===== src/rtl/arm_pipe_pkg.sv =====
// Shared ARM pipeline definitions: condition codes, flag indices
// and the fetch sequencer state type.
package arm_pipe_pkg;

  localparam logic [3:0] COND_EQ = 4'h0;
  localparam logic [3:0] COND_NE = 4'h1;
  localparam logic [3:0] COND_CS = 4'h2;
  localparam logic [3:0] COND_CC = 4'h3;
  localparam logic [3:0] COND_MI = 4'h4;
  localparam logic [3:0] COND_PL = 4'h5;
  localparam logic [3:0] COND_VS = 4'h6;
  localparam logic [3:0] COND_VC = 4'h7;
  localparam logic [3:0] COND_HI = 4'h8;
  localparam logic [3:0] COND_LS = 4'h9;
  localparam logic [3:0] COND_GE = 4'hA;
  localparam logic [3:0] COND_LT = 4'hB;
  localparam logic [3:0] COND_GT = 4'hC;
  localparam logic [3:0] COND_LE = 4'hD;
  localparam logic [3:0] COND_AL = 4'hE;
  localparam logic [3:0] COND_NV = 4'hF;

  localparam int FLAG_N = 3;
  localparam int FLAG_Z = 2;
  localparam int FLAG_C = 1;
  localparam int FLAG_V = 0;

  typedef enum logic [1:0] {
    BOOT,
    RUN,
    FLUSH
  } seqState_e;

endpackage


===== src/rtl/cond_eval.sv =====
// ARM condition check: cond field + {N,Z,C,V} -> pass.
// Purely combinational so execute-stage predication can share it.
module cond_eval
  import arm_pipe_pkg::*;
(
  input  logic [3:0] cond,
  input  logic [3:0] flags,
  output logic       pass
);

  logic n;
  logic z;
  logic c;
  logic v;

  assign n = flags[FLAG_N];
  assign z = flags[FLAG_Z];
  assign c = flags[FLAG_C];
  assign v = flags[FLAG_V];

  always_comb begin
    pass = 1'b0;
    unique case (cond)
      COND_EQ: pass = z;
      COND_NE: pass = !z;
      COND_CS: pass = c;
      COND_CC: pass = !c;
      COND_MI: pass = n;
      COND_PL: pass = !n;
      COND_VS: pass = v;
      COND_VC: pass = !v;
      COND_HI: pass = c && !z;
      COND_LS: pass = !c || z;
      COND_GE: pass = (n == v);
      COND_LT: pass = (n != v);
      COND_GT: pass = !z && (n == v);
      COND_LE: pass = z || (n != v);
      COND_AL: pass = 1'b1;
      COND_NV: pass = 1'b0;
    endcase
  end

endmodule


===== src/rtl/branch_pc_sequencer.sv =====
// Fetch PC owner: sequential fetch, branch resolution, redirect,
// one-slot flush and BL link-register write request.
module branch_pc_sequencer
  import arm_pipe_pkg::*;
#(
  parameter logic [31:0] RESET_PC    = 32'h0000_0000,
  parameter int unsigned PC_STEP     = 4,
  parameter int unsigned PIPE_OFFSET = 8
) (
  input  logic        clk,
  input  logic        reset,
  input  logic        stall_i,
  input  logic        branch_valid_i,
  input  logic        branch_link_i,
  input  logic [3:0]  branch_cond_i,
  input  logic [3:0]  flags_i,
  input  logic [23:0] branch_offset_i,
  input  logic [31:0] branch_pc_i,
  output logic [31:0] pc_o,
  output logic        fetch_valid_o,
  output logic        flush_o,
  output logic        taken_o,
  output logic        link_we_o,
  output logic [31:0] link_addr_o
);

  seqState_e   state;
  seqState_e   stateNext;
  logic [31:0] pcNext;
  logic        validNext;
  logic        flushNext;
  logic        takenNext;
  logic        linkWeNext;
  logic [31:0] linkAddrNext;

  logic        condPass;
  logic [31:0] offExt;
  logic [31:0] target;
  logic [31:0] pcSeq;
  logic        resolve;

  cond_eval uCondEval (
    .cond  (branch_cond_i),
    .flags (flags_i),
    .pass  (condPass)
  );

  // imm24 is a word offset: sign-extend then scale to bytes
  assign offExt = {{6{branch_offset_i[23]}}, branch_offset_i, 2'b00};
  assign target = branch_pc_i + 32'(PIPE_OFFSET) + offExt;
  assign pcSeq  = pc_o + 32'(PC_STEP);

  // stall wins over a presented branch; decode re-presents it later
  assign resolve = (state == RUN) && !stall_i
                && branch_valid_i && condPass;

  always_comb begin
    stateNext    = state;
    pcNext       = pc_o;
    validNext    = fetch_valid_o;
    flushNext    = 1'b0;
    takenNext    = 1'b0;
    linkWeNext   = 1'b0;
    linkAddrNext = link_addr_o;
    unique case (state)
      BOOT: begin
        validNext = 1'b1;
        stateNext = RUN;
      end
      RUN: begin
        if (resolve) begin
          pcNext    = target;
          flushNext = 1'b1;
          takenNext = 1'b1;
          stateNext = FLUSH;
          if (branch_link_i) begin
            linkWeNext   = 1'b1;
            linkAddrNext = branch_pc_i + 32'd4;
          end
        end else if (!stall_i) begin
          pcNext = pcSeq;
        end
      end
      FLUSH: begin
        if (!stall_i) begin
          pcNext    = pcSeq;
          stateNext = RUN;
        end
      end
      default: stateNext = BOOT;
    endcase
  end

  always_ff @(posedge clk or posedge reset) begin
    if (reset) begin
      state         <= BOOT;
      pc_o          <= RESET_PC;
      fetch_valid_o <= 1'b0;
      flush_o       <= 1'b0;
      taken_o       <= 1'b0;
      link_we_o     <= 1'b0;
      link_addr_o   <= 32'd0;
    end else begin
      state         <= stateNext;
      pc_o          <= pcNext;
      fetch_valid_o <= validNext;
      flush_o       <= flushNext;
      taken_o       <= takenNext;
      link_we_o     <= linkWeNext;
      link_addr_o   <= linkAddrNext;
    end
  end

endmodule

===== config.mk =====
export PLATFORM = sky130hd
export DESIGN_NAME = branch_pc_sequencer
export DESIGN_NICKNAME = d
export VERILOG_FILES = /design/src/rtl/arm_pipe_pkg.sv /design/src/rtl/cond_eval.sv /design/src/rtl/branch_pc_sequencer.sv
export SDC_FILE = /design/constraint.sdc
export NUM_CORES = 1
export LEC_CHECK = 0
export CORE_ASPECT_RATIO = 0.7
export CORE_UTILIZATION = 40
export DETAILED_ROUTE_END_ITERATION = 12
export PLACE_DENSITY_LB_ADDON = 0.1
export SYNTH_ARGS = -nofsm -noshare
export SYNTH_HDL_FRONTEND = slang
export SYNTH_SLANG_ARGS = --single-unit

===== constraint.sdc =====
create_clock -name clk -period 3.05 [get_ports clk]
set_input_delay 0.305 -clock clk [delete_from_list [all_inputs] [get_ports clk]]
set_output_delay 0.305 -clock clk [all_outputs]
set_load 0.005 [all_outputs]

==> impl_metrics.env <==
export IMPL_synthFlopType="dfrtp_1"
export IMPL_status="complete, no violations"
export IMPL_crit_required_ps=3280
export IMPL_cts_tree="done"
export IMPL_fin_hold_ws_ps=395.5
export IMPL_maxCapViolations=0
export IMPL_grt_max_degree=40
export IMPL_synth_seq_cells=69
export IMPL_vias=5884
export IMPL_core_mm2=0.01410
export IMPL_grt_pass1_wl_mm=26.33
export IMPL_synth_edf_count=0
export IMPL_antenna_left=0
export IMPL_grt_overflow=0
export IMPL_start_util_pct=41.60
export IMPL_avgViaCountPerCell=5.428
export IMPL_grt_pass1_vias=5594
export IMPL_cts_buffers=9
export IMPL_criticalPathCategory="input port to flop"
export IMPL_dp_hpwl_mm=12.97
export IMPL_dp_slack_ps=-383.7
export IMPL_drive_above_1_share_pct=12.98
export IMPL_cts_htree_levels=3
export IMPL_clk_latency_ps=340
export IMPL_yosysWarnings=0
export IMPL_crit_fanout=3
export IMPL_dieArea_mm2=0.01516
export IMPL_finalMaxSlewViolations=0
export IMPL_fmax_mhz=342.3
export IMPL_tightestPinTransition_ps=694.5
export IMPL_hp_class="input port to async pin"
export IMPL_synth_net_count=836
export IMPL_dieHeight_um=103.3
export IMPL_startpoint_type="input port"
export IMPL_clock_root_buffer="clkbuf_16"
export IMPL_io_buffers=136
export IMPL_cts_clk_slew_worst_paths_ps=60
export IMPL_p_leak_nw=3.664
export IMPL_syn_cell_area_mm2=0.005864
export IMPL_fin_crit_sh_pct=95.79
export IMPL_yosys_area_top_type="dfrtp_1"
export IMPL_synth_fa_ha_area_share_pct=13.78
export IMPL_synth_top_family_by_area="simple AND/OR/NAND/NOR gates"
export IMPL_antenna_found_initial=0
export IMPL_synthXorXnorAreaFrac_pct=8.364
export IMPL_synth_simple_area_share_pct=21.83
export IMPL_place_gp_congestion=0.8935
export IMPL_fill_cells=1253
export IMPL_dr_pass1_iters=5
export IMPL_setup_ws_ps=128.5
export IMPL_multi_input_area_mm2=0.003955
export IMPL_yosysSeqAreaShare_pct=29.44
export IMPL_register_area_mm2=0.001727
export IMPL_cts_setup_buffers=0
export IMPL_io_pins=137
export IMPL_routed_wl_mm=16.51
export IMPL_fp_dieW_um=146.7
export IMPL_ir_worst_vdd_mv=0.3563
export IMPL_syn_inst=703
export IMPL_synthMuxAreaShare_pct=1.365
export IMPL_synth_compound_area_share_pct=21.25
export IMPL_area_delta_synth_final_pct=40.75
export IMPL_drc=0
export IMPL_finalCriticalPeriod_ps=2922
export IMPL_drt_iter0_drc=251
export IMPL_row_count=36
export IMPL_cts_sinks=69
export IMPL_antenna_cells=0
export IMPL_grt_use_total_pct=21.72
export IMPL_synth_most_common_cell="nand2_1"
export IMPL_fin_skew_ps=5.487
export IMPL_worstPathArrival_ps=3150
export IMPL_fin_nets=1022
export IMPL_yosys_cell_types_count=70
export IMPL_clockBufferDepth=2
export IMPL_wl_per_cell_um=15.23
export IMPL_synth_common_cells="nand2_1, dfrtp_1, o21ai_0, ha_1, a21oi_1"
export IMPL_cp_end_kind="flop"
export IMPL_synthTopCellsByArea="dfrtp_1, ha_1, o21ai_0"
export IMPL_async_reset_ff_share_pct=100.0
export IMPL_yosys_area_top_type_share_pct=29.44
export IMPL_hold_viol=0
export IMPL_power_density_mw_per_mm2=680.0
export IMPL_setup_viol=0
export IMPL_slew_headroom_pct=53.63
export IMPL_syn_mean_instance_area_um2=8.342
[logic make-up after synthesis]
group                    count (synthesis)
buffers and inverters                   51
AO/OA/AOI/OAI                          203
multiplexers                             7
AND/OR/NAND/NOR                        253
adder cells (fa/ha/maj)                 64
flip-flops                              69
XOR/XNOR                                56
[routing by layer]
layer | wire length (µm) | global-route usage (%) | up-vias
met5 | 0 | 0 | -
met4 | 206 | 6.410 | 0
met3 | 1028 | 5.088 | 13
met2 | 7711 | 36.64 | 161
met1 | 7564 | 27.97 | 2779
li1 | - | - | 2931
[worst max-delay path, stage by stage]
cell,delay [ps]
clkdlybuf4s50_1,480
inv_1,50
ha_1,260
inv_1,40
ha_1,210
fa_2,350
a21o_1,200
a21oi_2,180
o21ai_2,110
a21oi_4,240
o31ai_4,110
a211oi_2,240
xnor2_1,90
a211o_1,280
[state kept, by name (all words and copies together), names as in the netlist]
register,count
pc_o,32
taken_o,1
state,2
link_addr_o,32
fetch_valid_o,1
link_we_o,1
[final cells by class]
class | count | area share (%)
Multi-Input combinational cell | 583 | 47.92
Tap cell | 190 | 2.880
Clock inverter | 7 | 1.486
Sequential cell | 69 | 20.92
Clock buffer | 9 | 2.729
Inverter | 20 | 0.9095
Timing Repair Buffer | 206 | 23.16
[power by group]
| part | internal (W) | switching (W) |
|---|---|---|
| clock | 0.000803 | 0.000438 |
| sequential | 0.00134 | 0.000405 |
| combinational | 0.00146 | 0.00117 |
| total | 0.00361 | 0.00201 |
[cell usage in the layout (no fill, tap or decap), types with 3 or more instances in the layout]
master | Yosys | layout
ha_1 | 63 | 63
nand4b_1 | 3 | 3
a21oi_1 | 55 | 53
nor3_1 | 8 | 8
nand4_1 | 18 | 18
xor2_1 | 33 | 33
o211ai_1 | 4 | 4
xnor2_1 | 23 | 23
nor2_1 | 44 | 44
nor2b_1 | 8 | 8
nand3b_1 | 5 | 5
clkdlybuf4s50_1 | 0 | 136
and3_1 | 16 | 16
nand3_1 | 28 | 28
a22o_1 | 3 | 3
a31oi_1 | 5 | 5
a21oi_2 | 2 | 3
dfrtp_1 | 69 | 69
and4_1 | 5 | 5
o21ai_1 | 6 | 5
clkbuf_16 | 0 | 9
a21o_1 | 20 | 20
o21ba_2 | 3 | 3
mux2_2 | 4 | 4
nand2_1 | 85 | 85
and2_1 | 9 | 9
buf_4 | 2 | 68
inv_1 | 20 | 19
or3_1 | 5 | 5
nand2b_1 | 3 | 3
bufinv_16 | 0 | 3
o21ai_0 | 69 | 69
[repair_timing]
| item | in CTS | in global routing |
|---|---|---|
| pin swaps | 0 | 3 |
| resized for setup | 2 | 8 |
| endpoints found under the setup margin | 2 | 5 |
| hold buffers | 0 | 0 |
| endpoints found under the hold margin | 0 | 0 |
[metrics by stage]
stage | std cells | area (µm²) | util [%] | total power (W) | setup TNS (ps)
floorplan | 703 | 5864 | - | 0.002906 | 0
global placement | 1068 | 7856 | 55.72 | 0.004293 | -1889
detailed placement | 1068 | 7856 | 55.72 | 0.004354 | -2803
CTS | 1084 | 8212 | 58.24 | 0.005636 | 0
global route | 1084 | 8254 | 58.55 | 0.006015 | -205.6
finish | 1084 | 8254 | 58.55 | 0.005613 | 0
[worst paths after layout]
path,startpoint,to,slack (ps),cells past startpoint
setup / recovery,branch_pc_i[3],pc_o[27],130,14
hold / removal,reset,link_addr_o[29],400,2
setup reg to reg,pc_o[2],pc_o[24],690,9
hold reg to reg,fetch_valid_o,fetch_valid_o,470,1
max in group asynchronous,reset,pc_o[11],1990,3
min in group clk,fetch_valid_o,fetch_valid_o,470,1
Note: power is estimated with default switching activity, not from simulation.
